<file path="config.mk">
export PLATFORM = sky130hd
export DESIGN_NAME = serial_add_sub
export DESIGN_NICKNAME = d
export VERILOG_FILES = /design/src/rtl/serial_add_sub.sv
export SDC_FILE = /design/constraint.sdc
export NUM_CORES = 1
export LEC_CHECK = 0
export CAP_MARGIN = 10
export CORE_MARGIN = 4
export CORE_UTILIZATION = 30
export DETAILED_ROUTE_END_ITERATION = 10
export PLACE_DENSITY = 0.54
export SYNTH_ARGS = -nofsm -noshare
export SYNTH_HDL_FRONTEND = slang
export SYNTH_SLANG_ARGS = --single-unit
export TNS_END_PERCENT = 1
</file>
<file path="constraint.sdc">
create_clock -name clk -period 1.7 [get_ports clk]
set_input_delay 0.255 -clock clk [delete_from_list [all_inputs] [get_ports clk]]
set_output_delay 0.255 -clock clk [all_outputs]
set_load 0.01 [all_outputs]
</file>
<file path="src/rtl/serial_add_sub.sv">
// Digit-serial adder/subtractor: WIDTH-bit operands, DIGIT bits per clock, LSB first,
// with a start/busy/done handshake and carry, signed-overflow and zero flags.
module serial_add_sub #(
    parameter int WIDTH = 8,
    parameter int DIGIT = 1
) (
    input  logic             clk,
    input  logic             rst,
    input  logic             start,
    input  logic             sel,
    input  logic [WIDTH-1:0] a,
    input  logic [WIDTH-1:0] b,
    output logic             busy,
    output logic             done,
    output logic [WIDTH-1:0] out,
    output logic             c_out,
    output logic             ovf,
    output logic             zero
);
    localparam int N  = WIDTH / DIGIT;
    localparam int CW = (N > 1) ? $clog2(N) : 1;

    typedef enum logic [1:0] {IDLE, RUN, DONE} state_t;

    state_t                 state;
    logic [WIDTH-1:0]       sa, sb, part;
    logic                   ssel, carry;
    logic [CW-1:0]          cnt;

    logic [DIGIT-1:0]       bd, dsum;
    logic                   c, dcarry, cmsb, last;
    logic [WIDTH+DIGIT-1:0] cat;
    logic [WIDTH-1:0]       nxt_part;

    // One digit of ripple-carry; cmsb keeps the carry into the top cell of the
    // digit, which on the final digit is the carry into bit WIDTH-1.
    always_comb begin
        bd   = sb[DIGIT-1:0] ^ {DIGIT{ssel}};
        c    = carry;
        cmsb = carry;
        dsum = '0;
        for (int unsigned i = 0; i < DIGIT; i++) begin
            if (i == DIGIT - 1) cmsb = c;
            dsum[i] = sa[i] ^ bd[i] ^ c;
            c       = (sa[i] & bd[i]) | (c & (sa[i] ^ bd[i]));
        end
        dcarry   = c;
        cat      = {dsum, part};
        nxt_part = cat[WIDTH+DIGIT-1:DIGIT];
        last     = (cnt == CW'(N - 1));
    end

    always_ff @(posedge clk) begin
        if (rst) begin
            state <= IDLE;
            sa    <= '0;
            sb    <= '0;
            part  <= '0;
            ssel  <= 1'b0;
            carry <= 1'b0;
            cnt   <= '0;
            busy  <= 1'b0;
            done  <= 1'b0;
            out   <= '0;
            c_out <= 1'b0;
            ovf   <= 1'b0;
            zero  <= 1'b0;
        end else begin
            case (state)
                IDLE, DONE: begin
                    done <= 1'b0;
                    if (start) begin
                        sa    <= a;
                        sb    <= b;
                        ssel  <= sel;
                        carry <= sel;
                        cnt   <= '0;
                        part  <= '0;
                        busy  <= 1'b1;
                        state <= RUN;
                    end else begin
                        busy  <= 1'b0;
                        state <= IDLE;
                    end
                end
                RUN: begin
                    sa    <= sa >> DIGIT;
                    sb    <= sb >> DIGIT;
                    part  <= nxt_part;
                    carry <= dcarry;
                    cnt   <= cnt + 1'b1;
                    if (last) begin
                        out   <= nxt_part;
                        c_out <= dcarry;
                        ovf   <= cmsb ^ dcarry;
                        zero  <= (nxt_part == '0);
                        busy  <= 1'b0;
                        done  <= 1'b1;
                        state <= DONE;
                    end
                end
                default: state <= IDLE;
            endcase
        end
    end
endmodule

</file>
==> out/summary.txt <==
Status -> finished, final reports clean
CTS Buf Count -> 5
Minimum clock period -> 1.50 ns
Buffers on Ports -> 32
Hold crit path type -> reg2reg
Flop-to-flop setup slack -> 0.20 ns
Final nets -> 249
Syn Inst Count -> 196
Worst endpoint required time -> 1.92 ns
Initial Utilization -> 31.9%
Crit end category -> register
Leading area contributor after synthesis -> dfxtp_1
Pre-antenna DRT Iters -> 4
Crit path kind -> reg2reg
Initial DRC count -> 87
Max Freq -> 667 MHz
Worst Hold Launch -> done
Non-Filler Instances -> 297
Cell row count -> 26
Max VDD drop -> 0.000297 V
DIE AREA -> 6860 sq um
Die X -> 82.8 microns
Netlist cell types -> 26
Crit share post-route -> 88.2%
RSZ-0062 raised after global routing -> no
CTS tree -> yes
CP Max Fanout -> 13
Dpl cells -> 289
Layout cell share with drive strength beyond 1 -> 7.05%
Final setup TNS -> 0 ns
Grt ovf -> 0
Initial antenna violation count -> 0
Synthesized area per cell -> 8.57 sq um
Maxcap violations -> 0
Worst-margin pin slew -> 0.474 ns
Critical Path AT -> 1.72 ns
Vias -> 1464
Hold_ws -> 0.458 ns
Startpoint Class -> register
Die height -> 82.8 microns
Worst Hold Depth -> 2
Fin area -> 2160 sq um
Cell Area, Synth -> 1680 sq um
Num ports -> 33
Max clock buf depth -> 2
Vias/cell -> 4.93
Largest net degree at the start of global routing -> 44
Worst-path clk slew -> 0.08 ns
Gpl congestion -> 0.744
FF-to-FF path depth -> 5
DRC -> 0
DR WL/cell -> 12.9 microns
GRT Util Overall -> 12.1%
Max-slew violation count -> 0
Synth top area share -> 51.2%
Worst Hold Endpoint -> done
Sink Count -> 43
Setup Skew -> 0.00715 ns
Area delta synth->final -> 28.4%
Setup Buffers After CTS -> 0
FF+latch count, synth -> 43
Core area -> 5270 sq um
Ys flop type -> dfxtp_1
Reg2Reg Capture Point -> out[7]
Synth area leaders -> dfxtp_1 (51%), nor3_1 (7.7%), a21oi_1 (7.4%), nand2_1 (6.7%), o22ai_1 (5.2%)
Worst r2r src -> cnt[0]
Final-report setup violation count -> 0
Skew-Pair Late Insertion Delay -> 0.30 ns
Async S/R FF share, synth -> 0%
Number of diodes -> 0
Routed WL -> 3830 microns
Worst slew margin -> 68.3%
First-pass GRT wire length -> 6900 microns
Final antenna-violating net count -> 0
EDFF count, synth -> 0
Clk root buf -> clkbuf_8
Hold Vio Cnt, Final -> 0
Vias in the first global route -> 1490
Dpl hpwl -> 2460 microns
Synthesized Nets -> 219
Leakage -> 0.734 nW
PwrDens -> 923 nW/um^2
H-Tree Depth -> 2
Yosys warning count -> 0
DP Area -> 2070 sq um
Post-synthesis sequential area ratio -> 51.2%
-- kinds of logic after synthesis --
| kind of cell | share of synthesized area (%) |
|---|---|
| flip-flops | 51.2 |
| adder cells (fa/ha/maj) | 2.68 |
| AND/OR/NAND/NOR | 24.1 |
| AO/OA/AOI/OAI | 15.0 |
| XOR/XNOR | 1.04 |
| buffers and inverters | 5.88 |
-- flip-flops by register name, summed over array words and instances (netlist names), 2 cells and up --
name	flops
cnt	3
out	8
part	7
sa	8
sb	8
state	2
-- final cells by class --
cell class	count	area [sq um]
clock inverter	1	5.00
inverter	2	7.51
sequential	43	861
timing repair buffer	40	393
tap	70	87.6
clock buffer	7	76.3
fill	548	3110
multi-input combinational	134	727
-- Yosys cell counts, types with 2 or more instances --
library cell,number
buf_4,6
dfxtp_1,43
ha_1,2
inv_1,2
xnor2_1,2
nor2_1,4
nand2_1,30
nand2b_1,3
a211oi_1,2
nand3_1,15
o22ai_1,14
clkbuf_1,7
a21oi_1,25
buf_2,4
nor3_1,26
-- layer usage --
metal | global-route usage, % | share of wire, % | vias to the layer above
met5 | 0 | 0 | -
met4 | 5.35 | 2.0 | 0
met3 | 4.06 | 3.9 | 5
met2 | 19.8 | 47 | 22
met1 | 14.4 | 47 | 689
li1 | - | - | 748
-- power by group --
group          switching, mW  total (mW)  internal (mW)  leakage [nW]
registers             0.0305        1.09           1.06         0.351
clock network          0.333       0.622          0.288        0.0422
logic                  0.138       0.282          0.144         0.340
total                  0.502        1.99           1.49         0.734
-- metrics by stage --
step | utilization, % | power, mW | setup WS, ns
floorplan | - | 1.29 | 0.288
global placement | 39.3 | 1.39 | 0.201
global route | 40.9 | 2.09 | 0.0382
CTS | 40.8 | 2.02 | 0.146
detailed placement | 39.3 | 1.39 | 0.169
finish | 40.9 | 1.99 | 0.201
-- what timing repair did --
action | CTS | global route
resized for setup | 0 | 1
endpoints found under the hold margin | 0 | 0
endpoints found under the setup margin | 0 | 1
hold buffers | 0 | 0
-- how the worst max path moves through the flow --
stage | startpoint | end | slack (ns) | depth (start not counted)
floorplan | sb[0] | zero | 0.29 | 5
global placement | sb[0] | zero | 0.20 | 5
detailed placement | sb[0] | zero | 0.17 | 5
CTS | sb[0] | zero | 0.15 | 5
global route | carry | zero | 0.04 | 5
finish | cnt[0] | out[7] | 0.20 | 5
-- placed cells by master, fill, tap and decap left out, drive strengths merged, types with 4 or more instances in the layout --
master,Yosys,routed
dfxtp,43,43
clkdlybuf4s50,0,32
nand2,30,30
nor3,26,26
a21oi,25,25
nand3,15,15
o22ai,14,14
buf,10,8
clkbuf,7,7
nor2,4,4
nand2b,4,4
-- worst max-delay path, stage by stage (launching register included) --
cell and delay, ns:
dfxtp_1 0.35, ha_1 0.16, ha_1 0.18, and3b_1 0.45, nor2_1 0.09, a211oi_1 0.20
No activity file was read; power rests on OpenSTA's default activity.
